File: src/rtl/mig_arbiter.sv
`default_nettype none
//----------------------------------------------------------------------------
// Module      : mig_arbiter
// Description : Round-robin arbiter that shares one MIG user-interface
//               command/data port between NUM_REQ requesters. The granted
//               command is registered and held until the MIG accepts it.
//               Read data is steered back to the issuing requester through
//               an in-order ID FIFO.
//
// Ports
//   ui_clk_i, ui_reset_i      : MIG user clock, async active-high reset
//   req_en_i / req_w_en_i     : per-requester command valid / write select
//   req_addr_i/data_i/strb_i  : packed per-requester payload (k at [k*W +: W])
//   req_ready_o               : one-cycle accept pulse to the granted requester
//   rsp_valid_o / rsp_data_o  : one-hot read-data valid, broadcast read data
//   en_o, w_en_o, addr_o,
//   data_o, strb_o            : registered MIG command/write-data outputs
//   ready_i, w_ready_i        : MIG command ready / write-data ready
//   valid_i, data_i           : MIG read data return
//   err_o                     : sticky, read data arrived with nothing pending
//
// Revision    : 1.0 - initial release
//----------------------------------------------------------------------------
module mig_arbiter #(
    parameter int NUM_REQ         = 2,
    parameter int ADDR_W          = 27,
    parameter int DATA_W          = 128,
    parameter int STRB_W          = DATA_W / 8,
    parameter int MAX_OUTSTANDING = 4
) (
    input  logic                        ui_clk_i,
    input  logic                        ui_reset_i,
    input  logic [NUM_REQ-1:0]          req_en_i,
    input  logic [NUM_REQ-1:0]          req_w_en_i,
    input  logic [NUM_REQ*ADDR_W-1:0]   req_addr_i,
    input  logic [NUM_REQ*DATA_W-1:0]   req_data_i,
    input  logic [NUM_REQ*STRB_W-1:0]   req_strb_i,
    output logic [NUM_REQ-1:0]          req_ready_o,
    output logic [NUM_REQ-1:0]          rsp_valid_o,
    output logic [DATA_W-1:0]           rsp_data_o,
    output logic                        en_o,
    output logic                        w_en_o,
    output logic [ADDR_W-1:0]           addr_o,
    output logic [DATA_W-1:0]           data_o,
    output logic [STRB_W-1:0]           strb_o,
    input  logic                        ready_i,
    input  logic                        w_ready_i,
    input  logic                        valid_i,
    input  logic [DATA_W-1:0]           data_i,
    output logic                        err_o
);

    localparam int c_id_w   = (NUM_REQ > 1) ? $clog2(NUM_REQ) : 1;
    localparam int c_fifo_aw = (MAX_OUTSTANDING > 1) ? $clog2(MAX_OUTSTANDING) : 1;
    localparam int c_cnt_w  = $clog2(MAX_OUTSTANDING + 1);

    localparam logic [c_cnt_w-1:0]   c_cnt_full  = c_cnt_w'(MAX_OUTSTANDING);
    localparam logic [c_id_w-1:0]    c_last_id   = c_id_w'(NUM_REQ - 1);
    localparam logic [c_fifo_aw-1:0] c_last_slot = c_fifo_aw'(MAX_OUTSTANDING - 1);

    localparam logic [0:0] c_st_idle  = 1'b0;
    localparam logic [0:0] c_st_issue = 1'b1;

    // ------------------------------------------------------------------
    // State and registers
    // ------------------------------------------------------------------
    logic [0:0]               r_state;
    logic [0:0]               w_state_nxt;

    logic                     r_en;
    logic                     r_w_en;
    logic [ADDR_W-1:0]        r_addr;
    logic [DATA_W-1:0]        r_data;
    logic [STRB_W-1:0]        r_strb;
    logic [c_id_w-1:0]        r_gnt_id;
    logic [c_id_w-1:0]        r_rr_ptr;
    logic                     r_err;

    logic [c_id_w-1:0]        r_id_mem [MAX_OUTSTANDING];
    logic [c_fifo_aw-1:0]     r_wr_ptr;
    logic [c_fifo_aw-1:0]     r_rd_ptr;
    logic [c_cnt_w-1:0]       r_count;

    // ------------------------------------------------------------------
    // Combinational signals
    // ------------------------------------------------------------------
    logic                     w_fifo_empty;
    logic                     w_fifo_room;
    logic [NUM_REQ-1:0]       w_eligible;
    logic [c_id_w-1:0]        w_scan_idx [NUM_REQ];
    logic [NUM_REQ-1:0]       w_scan_hit;
    logic                     w_pick_valid;
    logic [c_id_w-1:0]        w_pick_id;
    logic                     w_load;
    logic                     w_accept;
    logic                     w_push;
    logic                     w_pop;
    logic [c_id_w-1:0]        w_gnt_inc;
    logic [c_fifo_aw-1:0]     w_wr_nxt;
    logic [c_fifo_aw-1:0]     w_rd_nxt;
    logic [c_id_w-1:0]        w_head;

    assign w_fifo_empty = (r_count == '0);
    // Registered count only: a pop in this cycle frees the slot next cycle.
    assign w_fifo_room  = (r_count < c_cnt_full);

    // Writes never touch the ID FIFO, so only reads are throttled by it.
    for (genvar k = 0; k < NUM_REQ; k++) begin : g_elig
        assign w_eligible[k] = req_en_i[k] && (req_w_en_i[k] || w_fifo_room);
    end

    // Scan position i looks at requester (rr_ptr + i) mod NUM_REQ.
    for (genvar i = 0; i < NUM_REQ; i++) begin : g_scan
        logic [c_id_w:0] w_sum;
        assign w_sum = {1'b0, r_rr_ptr} + (c_id_w + 1)'(i);
        assign w_scan_idx[i] = (w_sum >= (c_id_w + 1)'(NUM_REQ))
                             ? c_id_w'(w_sum - (c_id_w + 1)'(NUM_REQ))
                             : w_sum[c_id_w-1:0];
        assign w_scan_hit[i] = w_eligible[w_scan_idx[i]];
    end

    // Lowest scan position wins; iterate downwards so it is written last.
    always_comb begin
        w_pick_valid = 1'b0;
        w_pick_id    = '0;
        for (int i = NUM_REQ - 1; i >= 0; i--) begin
            if (w_scan_hit[i]) begin
                w_pick_valid = 1'b1;
                w_pick_id    = w_scan_idx[i];
            end
        end
    end

    assign w_load    = (r_state == c_st_idle) && w_pick_valid;
    assign w_accept  = (r_state == c_st_issue) && ready_i && (!r_w_en || w_ready_i);
    assign w_push    = w_accept && !r_w_en;
    assign w_pop     = valid_i && !w_fifo_empty;
    assign w_gnt_inc = (r_gnt_id == c_last_id) ? '0 : r_gnt_id + c_id_w'(1);
    assign w_wr_nxt  = (r_wr_ptr == c_last_slot) ? '0 : r_wr_ptr + c_fifo_aw'(1);
    assign w_rd_nxt  = (r_rd_ptr == c_last_slot) ? '0 : r_rd_ptr + c_fifo_aw'(1);
    assign w_head    = r_id_mem[r_rd_ptr];

    // ------------------------------------------------------------------
    // FSM
    // ------------------------------------------------------------------
    always_ff @(posedge ui_clk_i or posedge ui_reset_i) begin
        if (ui_reset_i) begin
            r_state <= c_st_idle;
        end else begin
            r_state <= w_state_nxt;
        end
    end

    always_comb begin
        w_state_nxt = r_state;
        case (r_state)
            c_st_idle:  if (w_pick_valid) w_state_nxt = c_st_issue;
            c_st_issue: if (w_accept)     w_state_nxt = c_st_idle;
            default:                      w_state_nxt = c_st_idle;
        endcase
    end

    // ------------------------------------------------------------------
    // Command register: loaded in IDLE, frozen through ISSUE
    // ------------------------------------------------------------------
    always_ff @(posedge ui_clk_i or posedge ui_reset_i) begin
        if (ui_reset_i) begin
            r_en     <= 1'b0;
            r_w_en   <= 1'b0;
            r_addr   <= '0;
            r_data   <= '0;
            r_strb   <= '0;
            r_gnt_id <= '0;
            r_rr_ptr <= '0;
        end else if (w_load) begin
            r_en     <= 1'b1;
            r_w_en   <= req_w_en_i[w_pick_id];
            r_addr   <= req_addr_i[int'(w_pick_id) * ADDR_W +: ADDR_W];
            r_data   <= req_data_i[int'(w_pick_id) * DATA_W +: DATA_W];
            r_strb   <= req_strb_i[int'(w_pick_id) * STRB_W +: STRB_W];
            r_gnt_id <= w_pick_id;
        end else if (w_accept) begin
            r_en     <= 1'b0;
            r_rr_ptr <= w_gnt_inc;
        end
    end

    // ------------------------------------------------------------------
    // Read-ID FIFO
    // ------------------------------------------------------------------
    always_ff @(posedge ui_clk_i) begin
        if (w_push) begin
            r_id_mem[r_wr_ptr] <= r_gnt_id;
        end
    end

    always_ff @(posedge ui_clk_i or posedge ui_reset_i) begin
        if (ui_reset_i) begin
            r_wr_ptr <= '0;
            r_rd_ptr <= '0;
            r_count  <= '0;
        end else begin
            if (w_push) r_wr_ptr <= w_wr_nxt;
            if (w_pop)  r_rd_ptr <= w_rd_nxt;
            case ({w_push, w_pop})
                2'b10:   r_count <= r_count + c_cnt_w'(1);
                2'b01:   r_count <= r_count - c_cnt_w'(1);
                default: r_count <= r_count;
            endcase
        end
    end

    // Read data with nothing outstanding is dropped and flagged until reset.
    always_ff @(posedge ui_clk_i or posedge ui_reset_i) begin
        if (ui_reset_i) begin
            r_err <= 1'b0;
        end else if (valid_i && w_fifo_empty) begin
            r_err <= 1'b1;
        end
    end

    // ------------------------------------------------------------------
    // Outputs
    // ------------------------------------------------------------------
    for (genvar k = 0; k < NUM_REQ; k++) begin : g_port
        assign req_ready_o[k] = w_accept && (r_gnt_id == c_id_w'(k));
        assign rsp_valid_o[k] = w_pop && (w_head == c_id_w'(k));
    end

    assign rsp_data_o = data_i;
    assign en_o       = r_en;
    assign w_en_o     = r_w_en;
    assign addr_o     = r_addr;
    assign data_o     = r_data;
    assign strb_o     = r_strb;
    assign err_o      = r_err;

endmodule
`default_nettype wire

File: config.mk
export PLATFORM = sky130hd
export DESIGN_NAME = mig_arbiter
export DESIGN_NICKNAME = d
export VERILOG_FILES = /design/src/rtl/mig_arbiter.sv
export SDC_FILE = /design/constraint.sdc
export NUM_CORES = 1
export LEC_CHECK = 0
export ABC_AREA = 1
export CORE_AREA = 2 2 302 304
export DETAILED_ROUTE_END_ITERATION = 8
export DIE_AREA = 0 0 304 306
export HOLD_SLACK_MARGIN = 0.02
export PLACE_DENSITY = 0.36
export SLEW_MARGIN = 20
export SYNTH_ARGS = -nofsm -noshare
export SYNTH_HDL_FRONTEND = slang
export SYNTH_SLANG_ARGS = --single-unit
export TNS_END_PERCENT = 1
File: constraint.sdc
create_clock -name ui_clk_i -period 6.73 [get_ports ui_clk_i]
set_input_delay 1.346 -clock ui_clk_i [delete_from_list [all_inputs] [get_ports ui_clk_i]]
set_output_delay 1.346 -clock ui_clk_i [all_outputs]
set_load 0.005 [all_outputs]
==> run summary <==
CP max-delay cell: clkdlybuf4s50_1
Detail Placement HPWL: 37100 um
Final hold vios: 0
Initial Util: 13.0%
Number of flops mapped to enable cells by yosys: 4
Most frequent cell after synthesis: nand2_1
Number of I/O pins: 785
Routed Antenna Nets: 0
Clock power frac: 17.0%
Max FO, Critical Path: 4
Crit path DAT: 2900 ps
Core area: 89600 um2
Grt met2 use: 18.2%
Initial antenna violation count: 1
Combinational share of power: 50.2%
Cell area after layout: 17600 um2
Synth top cells by count: 534 x nand2_1, 363 x inv_1, 344 x nand3_1
Cts bufs inserted: 17
Root Driver: clkbuf_16
CTS H-Tree Depth: 4
CTS tree: built
Port Buf Inserts: 528
Clock sinks: 188
Grt ovf: 0
Power per Cell Area: 350 nW/um2
Synth unique cells: 24
Crit path required time: 5380 ps
WHS Path Cells: 2
Avg Vias per Cell: 3.57
Hold WC Path Type: flop to flop
Synth Instances: 1693
Grt met1 use: 13.1%
Placer Congestion: 0.769
Terminus of the critical flop-to-flop path: data_o[48]$_DFFE_PP0P_
Peak supply drop: 213 uV
CTS Buffer Depth: 2
Synth Register Bits: 188
Top-area cell type share of the netlist area: 39.7%
Max-slew headroom: 33.8%
Status: completed
DR DRC count: 0
Reg clk slew, reported paths: 70 ps
Met3 Use GR: 3.68%
Final setup fails: 0
Max Slew Vio Count: 0
Area leader, netlist: dfrtp_1
Worst hold endpoint: data_o[101]$_DFFE_PP0P_
RSZ-0062 raised after global routing: no
Sequential share of the synthesized area: 40.7%
Die H: 306 um
Fmax: 235 MHz
Crit end category: output pin
Cell internal pwr: 0.00373 W
Filler cells: 10100
Crit path max-delay family: buffers and inverters
Routed wire per std cell: 16.1 um
Net Count, Synth: 2179
Total length of routed wires: 51700 um
Via count: 11500
Hold buffer count at CTS: 0
Crit share post-route: 63.1%
R2R depth: 7
Sequential power share: 32.8%
Sw Share: 39.6%
Postcts setup bufs: 0
Ys flop type: dfrtp_1
Synthesized area: 11600 um2
Initial drt markers: 568
Cts repair resizes: 0
Final Net Count: 2516
Cells along the critical path: clkdlybuf4s50_1 > nand2_1 > nor2_1 > inv_1 > nor2_1 > clkdlybuf4s50_1
Synth area leaders: dfrtp_1 40%, nand2_1 17%, nand3_1 15%
YS warnings: 0
Startpoint Class: primary input
Max-Cap Viols: 0
Vias in the first global route: 11600
P_leak: 8.96 nW
Row count: 110
WP buf/inv: 3
Critical Path Max Stage Delay: 520 ps
Die area: 93000 um2
Critical path type: primary input to output pin
Worst-Margin Slew: 992 ps
Hold path start: data_o[101]$_DFFE_PP0P_
Share of cells above drive strength 1: 2.40%
Clock latency on the worst-skew pair: 510 ps
First-pass GRT wire length: 76500 um
Total global-route track usage: 11.0%
Skew final: 13.0 ps
Die X: 304 um
Area grow syn2layout: 51.7%
Synth async-reset ratio: 97.9%
Tightest hold margin: 479 ps
Router iterations before antenna repair: 6
Synthesized area per cell: 6.86 um2
Busiest layer in global routing: met2
Reg2Reg Setup Slack: 3980 ps
Setup TNS: 0 ps
Post-DP Area: 17100 um2
Min cycle time layout: 4250 ps
Pin count of the biggest net entering global routing: 112
Crit Reg-Reg Startpoint: r_count[2]$_DFFE_PP0P_
Psw: 0.00244 W
Pwr Total: 0.00617 W
-- power by group through the flow --
stage	registers, W	logic, W	clock network (W)
6_report	0.00202	0.00310	0.00105
5_1_grt	0.00210	0.00345	0.00115
4_1_cts	0.00203	0.00319	0.00111
3_5_place_dp	0.00203	0.00318	0
3_3_place_gp	0.00203	0.00318	0
2_1_floorplan	0.00204	0.00136	0
-- kinds of logic after synthesis --
group	count (synthesis)	share of synthesized area (%)
AO/OA/AOI/OAI	16	0.830
XOR/XNOR	2	0.151
adder cells (fa/ha/maj)	7	0.819
buffers and inverters	587	24.8
flip-flops	188	40.7
AND/OR/NAND/NOR	893	32.7
-- layout make-up --
| type | count | area, um2 | area share [%] |
|---|---|---|---|
| well taps | 1176 | 1470 | 8.36 |
| repair buffers | 541 | 5450 | 30.9 |
| multi-input cells | 918 | 4040 | 22.9 |
| flip-flops and latches | 188 | 4720 | 26.8 |
| diodes | 1 | 2.50 | 0.0142 |
| clock buffers | 24 | 492 | 2.79 |
| clock inverters | 8 | 56.3 | 0.320 |
| inverters | 364 | 1380 | 7.83 |
-- worst reg2reg max path: stages (launching register included) --
cell,delay [ps]
dfrtp_1,460
nand2_1,160
nand3_4,400
nand2_4,790
buf_12,420
nand2_1,190
nand3_1,150
nand2_1,70
-- worst max-delay path by stage --
| stage | depth (start not counted) | endpoint | startpoint | slack [ps] |
|---|---|---|---|---|
| 2_1_floorplan | 1 | addr_o[0]$_DFFE_PP0P_ | ui_reset_i | 380 |
| 3_3_place_gp | 6 | req_ready_o[1] | ready_i | 2450 |
| 3_5_place_dp | 6 | req_ready_o[1] | ready_i | 2480 |
| 4_1_cts | 6 | req_ready_o[1] | ready_i | 2470 |
| 5_1_grt | 6 | req_ready_o[1] | ready_i | 2390 |
| 6_report | 6 | req_ready_o[1] | ready_i | 2480 |
-- cell usage in the layout (no fill, tap or decap), drive strengths merged, types with 6 or more instances in the layout --
cell type      synthesis  layout
o21ai                  7       7
nand2                535     535
nor2                  12      12
clkdlybuf4s50          0     528
clkbuf                 1      24
dfrtp                184     184
nand3                345     345
ha                     6       6
buf                  222      13
inv                  364     367
-- flip-flops by register name, indices dropped and copies added (netlist names), 2 cells and up --
register  flops
data_o      128
r_rd_ptr      2
r_count       3
strb_o       16
r_id_mem      4
addr_o       27
r_wr_ptr      2
-- layer usage --
| layer | wire length [um] | vias to the layer above |
|---|---|---|
| met3 | 3520 | 84 |
| met2 | 25000 | 393 |
| met1 | 21800 | 5429 |
| met4 | 1350 | 2 |
| li1 | - | 5574 |
| met5 | 103 | - |
-- metrics by stage --
step           std cells  util [%]  setup WS (ps)
2_1_floorplan       1693         -            384
3_3_place_gp        3187      19.0           2450
3_5_place_dp        3187      19.0           2480
4_1_cts             3219      19.7           2470
5_1_grt             3220      19.7           2390
6_report            3220      19.7           2480
No activity file was read; power rests on OpenSTA's default activity.
